==> src/rtl/rc4_sbox_engine.sv <==
// RC4 S-array engine: fills S-memory with the identity permutation, then optionally runs the KSA shuffle.
// Build option: define RC4_SWAP_SKIP_EN to skip both swap writes when j==i (4-cycle iteration).
module rc4_sbox_engine #(
    parameter int ADDR_W    = 8,
    parameter int KEY_BYTES = 3
) (
    input  logic                   clock,
    input  logic                   reset,
    input  logic                   start,
    input  logic                   mode,
    input  logic [8*KEY_BYTES-1:0] secret_key,
    output logic [ADDR_W-1:0]      address,
    output logic [ADDR_W-1:0]      data,
    output logic                   wren,
    input  logic [ADDR_W-1:0]      q,
    output logic                   busy,
    output logic                   finished
);

    localparam int KIDX_W = (KEY_BYTES > 1) ? $clog2(KEY_BYTES) : 1;
    localparam logic [KIDX_W-1:0] KIDX_LAST = KIDX_W'(KEY_BYTES - 1);

    typedef enum logic [3:0] {
        S_IDLE, S_INIT, S_RD_I, S_WAIT_I, S_RD_J, S_WAIT_J, S_WR_I, S_WR_J, S_DONE
    } state_t;

    state_t                 state_q, state_d;
    logic                   mode_q, mode_d;
    logic [8*KEY_BYTES-1:0] key_q, key_d;
    logic [ADDR_W-1:0]      i_q, i_d, j_q, j_d, si_q, si_d, sj_q, sj_d;
    logic [KIDX_W-1:0]      kidx_q, kidx_d;
    logic [7:0]             kb8;
    logic [ADDR_W-1:0]      kb;
    logic                   advance;

    always_ff @(posedge clock) begin
        if (!reset) begin
            state_q <= S_IDLE;
            mode_q  <= 1'b0;
            key_q   <= '0;
            i_q     <= '0;
            j_q     <= '0;
            si_q    <= '0;
            sj_q    <= '0;
            kidx_q  <= '0;
        end else begin
            state_q <= state_d;
            mode_q  <= mode_d;
            key_q   <= key_d;
            i_q     <= i_d;
            j_q     <= j_d;
            si_q    <= si_d;
            sj_q    <= sj_d;
            kidx_q  <= kidx_d;
        end
    end

    // Key byte 0 sits in the most significant byte of the key.
    always_comb begin
        kb8 = '0;
        for (int b = 0; b < KEY_BYTES; b++) begin
            if (kidx_q == KIDX_W'(b)) kb8 = key_q[8*(KEY_BYTES-1-b) +: 8];
        end
    end

    if (ADDR_W > 8) begin : g_kb_ext
        assign kb = {{(ADDR_W-8){1'b0}}, kb8};
    end else begin : g_kb_trunc
        assign kb = kb8[ADDR_W-1:0];
    end

    always_comb begin
        state_d  = state_q;
        mode_d   = mode_q;
        key_d    = key_q;
        i_d      = i_q;
        j_d      = j_q;
        si_d     = si_q;
        sj_d     = sj_q;
        kidx_d   = kidx_q;
        address  = '0;
        data     = '0;
        wren     = 1'b0;
        busy     = (state_q != S_IDLE);
        finished = 1'b0;
        advance  = 1'b0;
        unique case (state_q)
            S_IDLE: begin
                if (start) begin
                    mode_d  = mode;
                    key_d   = secret_key;
                    i_d     = '0;
                    j_d     = '0;
                    kidx_d  = '0;
                    state_d = S_INIT;
                end
            end
            S_INIT: begin
                address = i_q;
                data    = i_q;
                wren    = 1'b1;
                i_d     = i_q + ADDR_W'(1);
                if (i_q == '1) state_d = mode_q ? S_RD_I : S_DONE;
            end
            S_RD_I: begin
                address = i_q;
                state_d = S_WAIT_I;
            end
            S_WAIT_I: begin
                si_d    = q;
                j_d     = j_q + q + kb;
                state_d = S_RD_J;
            end
            S_RD_J: begin
                address = j_q;
                state_d = S_WAIT_J;
            end
            S_WAIT_J: begin
                sj_d = q;
`ifdef RC4_SWAP_SKIP_EN
                if (j_q == i_q) advance = 1'b1;
                else            state_d = S_WR_I;
`else
                state_d = S_WR_I;
`endif
            end
            S_WR_I: begin
                address = i_q;
                data    = sj_q;
                wren    = 1'b1;
                state_d = S_WR_J;
            end
            S_WR_J: begin
                // When i==j both writes carry the same value, so write order settles the swap.
                address = j_q;
                data    = si_q;
                wren    = 1'b1;
                advance = 1'b1;
            end
            S_DONE: begin
                finished = 1'b1;
                state_d  = S_IDLE;
            end
            default: state_d = S_IDLE;
        endcase
        if (advance) begin
            i_d     = i_q + ADDR_W'(1);
            kidx_d  = (kidx_q == KIDX_LAST) ? '0 : kidx_q + KIDX_W'(1);
            state_d = (i_q == '1) ? S_DONE : S_RD_I;
        end
    end

endmodule
==> config.mk <==
export PLATFORM = sky130hd
export DESIGN_NAME = rc4_sbox_engine
export DESIGN_NICKNAME = d
export VERILOG_FILES = /design/src/rtl/rc4_sbox_engine.sv
export SDC_FILE = /design/constraint.sdc
export NUM_CORES = 1
export LEC_CHECK = 0
export CORE_ASPECT_RATIO = 0.9
export CORE_MARGIN = 5
export CORE_UTILIZATION = 45
export DETAILED_ROUTE_END_ITERATION = 10
export GPL_TIMING_DRIVEN = 0
export PLACE_DENSITY = 0.69
export SYNTH_ARGS = -nofsm -noshare
export SYNTH_HDL_FRONTEND = slang
export SYNTH_SLANG_ARGS = --single-unit
==> constraint.sdc <==
create_clock -name clock -period 6.07 [get_ports clock]
set_clock_uncertainty 0.1 [all_clocks]
set_input_delay 1.214 -clock clock [delete_from_list [all_inputs] [get_ports clock]]
set_output_delay 1.214 -clock clock [all_outputs]
set_load 0.02 [all_outputs]
==> results.sh, run 1 <==
export IMPL_wl_per_cell_um=16.3
export IMPL_maxCapViolCount=0
export IMPL_seq_area_frac_synth_pct=35.5
export IMPL_synth_area_per_cell_um2=8.14
export IMPL_start_kind="input pin"
export IMPL_drive_gt1_share_pct=6.32
export IMPL_place_area_um2=4220
export IMPL_tritoncts="yes"
export IMPL_grt_pass1_vias=3277
export IMPL_die_area_um2=9790
export IMPL_track_usage_pct=20.7
export IMPL_cp_arrival_ns=4.06
export IMPL_cp_slowest_cell="fa_1"
export IMPL_total_power_mw=0.893
export IMPL_worstMarginPinSlew_ns=0.606
export IMPL_crit_path_end_kind="flip-flop"
export IMPL_areaGrowthSynthToFinish_pct=23.2
export IMPL_num_rows=30
export IMPL_overflow=0
export IMPL_ant_nets=0
export IMPL_vias_per_cell=5.52
export IMPL_num_antenna_cells=0
export IMPL_dp_hpwl_um=7400
export IMPL_core_um2=7620
export IMPL_power_density_nw_per_um2=204
export IMPL_cts_root_buffer="clkbuf_8"
export IMPL_cpMostUsedCell="fa_1"
export IMPL_final_common_cell="nand2_1"
export IMPL_fin_crit_sh_pct=63.8
export IMPL_cts_max_path_buffers=2
export IMPL_h_tree_depth=3
export IMPL_nets=553
export IMPL_clk_insertion_delay_late_ns=0.34
export IMPL_crit_required_ns=6.26
export IMPL_reg2reg_to="j_q[7]"
export IMPL_synth_xor_area_share_pct=2.46
export IMPL_synthArstFlopShare_pct=0
export IMPL_syn_area_um2=3560
export IMPL_synth_top_family_by_area="simple AND/OR/NAND/NOR gates"
export IMPL_clock_sinks=63
export IMPL_final_cell_mix="nand2_1 (97), dfxtp_1 (63), clkdlybuf4s50_1 (54), a21boi_0 (31), nor2b_1 (22)"
export IMPL_rsz0062_at_grt="false"
export IMPL_synth_edff_count=0
export IMPL_synthSimpleGateAreaFrac_pct=25.5
export IMPL_setup_violations=0
export IMPL_synth_ff_type="dfxtp_1"
export IMPL_synthMuxAreaShare_pct=4.82
export IMPL_synth_fa_ha_area_share_pct=6.96
export IMPL_min_to="key_q[8]"
export IMPL_route_vias_total=3322
export IMPL_grt_pass1_wl_um=16300
export IMPL_drtPass1Iterations=4
export IMPL_grt_max_degree=11
export IMPL_syn_nets=488
export IMPL_yosys_register_bits=63
export IMPL_final_cell_area_um2=4380
export IMPL_io_buffer_count=54
export IMPL_antenna_found_initial=0
export IMPL_cp_max_fo=3
export IMPL_finalMaxSlewViolations=0
export IMPL_synth_compound_area_share_pct=19.9
export IMPL_layout_cells_non_filler=602
export IMPL_p_leak_nw=1.55
export IMPL_slew_headroom_pct=59.6
export IMPL_place_congestion=0.878
export IMPL_path_cells="clkdlybuf4s50_1, fa_1, ha_1, inv_1, fa_1, nand2b_1, a21oi_1, nor3_1, or4_1, nand3_1"
export IMPL_clk_pin_slew_ns=0.07
export IMPL_fin_tns_setup_ns=0
export IMPL_r2r_slack_ns=2.36
export IMPL_holdPathStages=2
export IMPL_cp_slowest_stage_delay_ns=0.59
export IMPL_dp_cells=587
export IMPL_cts_hold_buffers=0
export IMPL_ir_drop_mv=0.107
export IMPL_postSynthCellCount=437
export IMPL_r2r_start="kidx_q[1]"
export IMPL_max_freq_mhz=258
export IMPL_hold_path_startpoint="key_q[8]"
export IMPL_yosysUniqueCellTypes=46
export IMPL_status="complete, no violations"
export IMPL_critPathKind="input pin to flip-flop"
export IMPL_start_util_pct=46.7
export IMPL_hold_violations=0
export IMPL_synth_warnings=0
export IMPL_drc=0
export IMPL_dieWidth_um=104
export IMPL_cts_setup_buffers=0
export IMPL_die_h_um=94.3
export IMPL_hp_class="flip-flop to flip-flop"
export IMPL_period_needed_ns=3.87
export IMPL_rr_worst_depth=12
export IMPL_dr_first_iter_drc_count=161
export IMPL_cts_resized=0
export IMPL_cts_buffers=9
export IMPL_finalWirelength_um=9830
export IMPL_io_pin_count=55
## power by group
group	switching [mW]	total (mW)	internal, mW
Sequential	0.0105	0.438	0.427
Combinational	0.0749	0.137	0.0623
Clock	0.163	0.318	0.155
Total	0.249	0.893	0.644
## cells in the mapped netlist, types with 11 or more instances
master / n / area, um2
nor2_1: 21 / 78.8
buf_2: 11 / 55.1
a211oi_1: 12 / 90.1
dfxtp_1: 63 / 1260
a21oi_1: 14 / 70.1
nand3_1: 14 / 70.1
clkbuf_1: 20 / 75.1
a21boi_0: 31 / 233
nand2_1: 97 / 364
mux2i_1: 16 / 160
nor2b_1: 22 / 138
o21ai_0: 14 / 70.1
## per-layer routing
layer / global-route usage, % / share of wire (%) / routed length (um) / up-vias
li1: - / - / - / 1638
met1: 28.2 / 47 / 4600 / 1589
met2: 32.3 / 46 / 4540 / 82
met3: 4.51 / 5.0 / 494 / 13
met4: 7.66 / 1.9 / 190 / 0
met5: 0 / 0 / 0 / -
## flip-flops by register name, indices dropped and copies added (netlist names)
name     flops
key_q       24
i_q          8
j_q          8
si_q         8
sj_q         8
state_q      4
kidx_q       2
mode_q       1
## final cells by class
type | instances | area (um2)
Multi-Input combinational cell | 332 | 2120
Buffer | 35 | 149
Tap cell | 96 | 120
Clock inverter | 4 | 22.5
Sequential cell | 63 | 1260
Fill cell | 741 | 3240
Clock buffer | 11 | 141
Inverter | 7 | 26.3
Timing Repair Buffer | 54 | 541
## kinds of logic after synthesis
group,count (synthesis)
and+or+nand+nor,187
adders and majority gates,15
muxes,17
AOI/OAI and AO/OA,103
buffers and inverters,42
xor gates and xnor gates,10
DFF,63
## critical path, delay by kind of cell
| family | cells | cell delay [ns] |
|---|---|---|
| compound gates | 1 | 0.18 |
| simple gates | 4 | 0.88 |
| buf+inv | 2 | 0.57 |
| fa+ha+maj | 3 | 1.22 |
## worst max-delay path by stage
stage / from / endpoint / cells past startpoint
6_report: q[1] / j_q[7] / 10
5_1_grt: q[1] / j_q[7] / 10
4_1_cts: state_q[2] / data[4] / 6
3_5_place_dp: q[1] / j_q[7] / 10
3_3_place_gp: q[1] / j_q[7] / 10
2_1_floorplan: q[1] / j_q[7] / 9
## stage by stage
| stage | worst slack (ns) | hold WS (ns) | utilization (%) |
|---|---|---|---|
| final | 2.20 | 0.359 | 57.5 |
| after global routing | 2.03 | 0.388 | 57.5 |
| after CTS | 2.20 | 0.363 | 57.5 |
| after detailed placement | 1.88 | 0.353 | 55.4 |
| after global placement | 1.94 | 0.344 | 55.4 |
| after floorplan | 2.61 | 0.334 | - |
No activity file was read; power rests on OpenSTA's default activity.
==> run 2: changes to the inputs <==
==> constraint.sdc (replaced) <==
create_clock -name clock -period 3.77 [get_ports clock]
set_clock_uncertainty 0.1 [all_clocks]
set_input_delay 0.754 -clock clock [delete_from_list [all_inputs] [get_ports clock]]
set_output_delay 0.754 -clock clock [all_outputs]
set_load 0.02 [all_outputs]
==> run 2 against run 1 <==
Sequential power grew 61%. Sequential share of layout area about the same. Global-route usage is the same. Critical endpoint unchanged. First-iteration DRC count up 4.3%. Critical path type is now flip-flop to flip-flop. Clock power rose by 61%. Combinational power increased by 61%.
==> results.sh, run 2 (synthesized netlist as in run 1, its figures left out) <==
export IMPL_status="complete, no violations"
export IMPL_largest_register="key_q"
export IMPL_cts_buffers=9
export IMPL_ir_drop_mv=0.173
export IMPL_wl_per_cell_um=16.3
export IMPL_hp_class="flip-flop to flip-flop"
export IMPL_clock_sinks=63
export IMPL_fin_crit_sh_pct=92.6
export IMPL_dp_hpwl_um=7400
export IMPL_cp_arrival_ns=3.68
export IMPL_rr_worst_depth=12
export IMPL_hold_path_startpoint="key_q[8]"
export IMPL_grt_pass1_vias=3277
export IMPL_io_buffer_count=54
export IMPL_grt_pass1_wl_um=16300
export IMPL_cts_max_path_buffers=2
export IMPL_reg2reg_to="j_q[7]"
export IMPL_crit_required_ns=3.96
export IMPL_track_usage_pct=20.7
export IMPL_final_cell_mix="nand2_1 (97), dfxtp_1 (63), clkdlybuf4s50_1 (54), a21boi_0 (31), nor2b_1 (22)"
export IMPL_layout_cells_non_filler=602
export IMPL_h_tree_depth=3
export IMPL_drtPass1Iterations=4
export IMPL_start_util_pct=46.7
export IMPL_cts_resized=0
export IMPL_p_int_mw=1.04
export IMPL_fin_tns_setup_ns=0
export IMPL_largest_register_ff_count=24
export IMPL_max_freq_mhz=286
export IMPL_die_area_um2=9790
export IMPL_combPwrFrac_pct=15.4
export IMPL_rsz0062_at_grt="false"
export IMPL_core_um2=7620
export IMPL_power_density_nw_per_um2=328
export IMPL_antenna_found_initial=0
export IMPL_dr_first_iter_drc_count=168
export IMPL_slew_headroom_pct=66.2
export IMPL_seqPwrFrac_pct=49.0
export IMPL_dp_cells=587
export IMPL_dieWidth_um=104
export IMPL_cts_hold_buffers=0
export IMPL_place_area_um2=4220
export IMPL_num_antenna_cells=0
export IMPL_drc=0
export IMPL_final_common_cell="nand2_1"
export IMPL_drive_gt1_share_pct=6.52
export IMPL_maxCapViolCount=0
export IMPL_holdPathStages=2
export IMPL_tritoncts="yes"
export IMPL_num_rows=30
export IMPL_vias_per_cell=5.52
export IMPL_p_sw_mw=0.400
export IMPL_grt_max_degree=11
export IMPL_setup_violations=0
export IMPL_clk_pin_slew_ns=0.07
export IMPL_route_vias_total=3321
export IMPL_ant_nets=0
export IMPL_cp_max_fo=10
export IMPL_holdWs_ns=0.359
export IMPL_p_leak_nw=1.55
export IMPL_nets=553
export IMPL_finalMaxSlewViolations=0
export IMPL_clk_insertion_delay_late_ns=0.34
export IMPL_r2r_start="kidx_q[1]"
export IMPL_place_congestion=0.878
export IMPL_io_pin_count=55
export IMPL_p_sw_share_pct=27.8
export IMPL_post_route_util_pct=57.5
export IMPL_cts_setup_buffers=0
export IMPL_final_cell_area_um2=4380
export IMPL_clockPowerShare_pct=35.6
export IMPL_r2r_slack_ns=0.28
export IMPL_critPathKind="flip-flop to flip-flop"
export IMPL_start_kind="flip-flop"
export IMPL_period_needed_ns=3.49
export IMPL_min_to="key_q[8]"
export IMPL_finalWirelength_um=9830
export IMPL_die_h_um=94.3
export IMPL_hold_violations=0
export IMPL_crit_path_end_kind="flip-flop"
export IMPL_worstMarginPinSlew_ns=0.507
export IMPL_cts_root_buffer="clkbuf_8"
export IMPL_overflow=0
export IMPL_areaGrowthSynthToFinish_pct=23.2
run 2: cell count changes in the layout (fill, tap and decap cells not counted):
cell      previous run  this run
buf_1                3         2
clkbuf_2             0         1
run 2: final cells by class:
type                       count  area [um2]
multi-input combinational    332        2120
timing repair buffer          54         541
clock buffer                  11         141
sequential                    63        1260
inverter                       7        26.3
tap                           96         120
buffer                        35         150
clock inverter                 4        22.5
fill                         742        3240
run 2: worst max-delay path by stage:
stage,startpoint,end,slack (ns),depth (start not counted)
after floorplan,kidx_q[1],j_q[7],0.49,12
after detailed placement,q[1],j_q[7],0.04,10
after global placement,q[1],j_q[7],0.1,10
final,kidx_q[1],j_q[7],0.28,12
after global routing,kidx_q[1],j_q[7],0.08,12
after CTS,kidx_q[1],j_q[7],0.1,12
run 2: metal layers:
layer	part of all wire (%)	global-route usage, %
met1	47	28.2
met2	46	32.3
met3	5.0	4.51
met4	1.9	7.66
met5	0	0
run 2: metrics by stage:
stage	power [mW]	setup slack (ns)
final	1.44	0.278
after global routing	1.50	0.0843
after CTS	1.45	0.0992
after detailed placement	0.941	0.0434
after global placement	0.933	0.0959
after floorplan	0.844	0.489
run 2: power groups by stage:
stage	combinational [mW]	sequential [mW]	clock, mW
floorplan	0.130	0.713	0
global placement	0.215	0.718	0
detailed placement	0.221	0.719	0
CTS	0.222	0.705	0.519
global route	0.248	0.707	0.546
finish	0.221	0.705	0.512
run 2: critical path: stages (launching register included):
cell and delay (ns):
dfxtp_1 0.40, clkbuf_2 0.31, mux2i_1 0.21, o21ai_0 0.13
fa_1 0.53, ha_1 0.22, inv_1 0.07, fa_1 0.41
nand2b_1 0.19, a21oi_1 0.18, nor3_1 0.08, or4_1 0.51
nand3_1 0.10
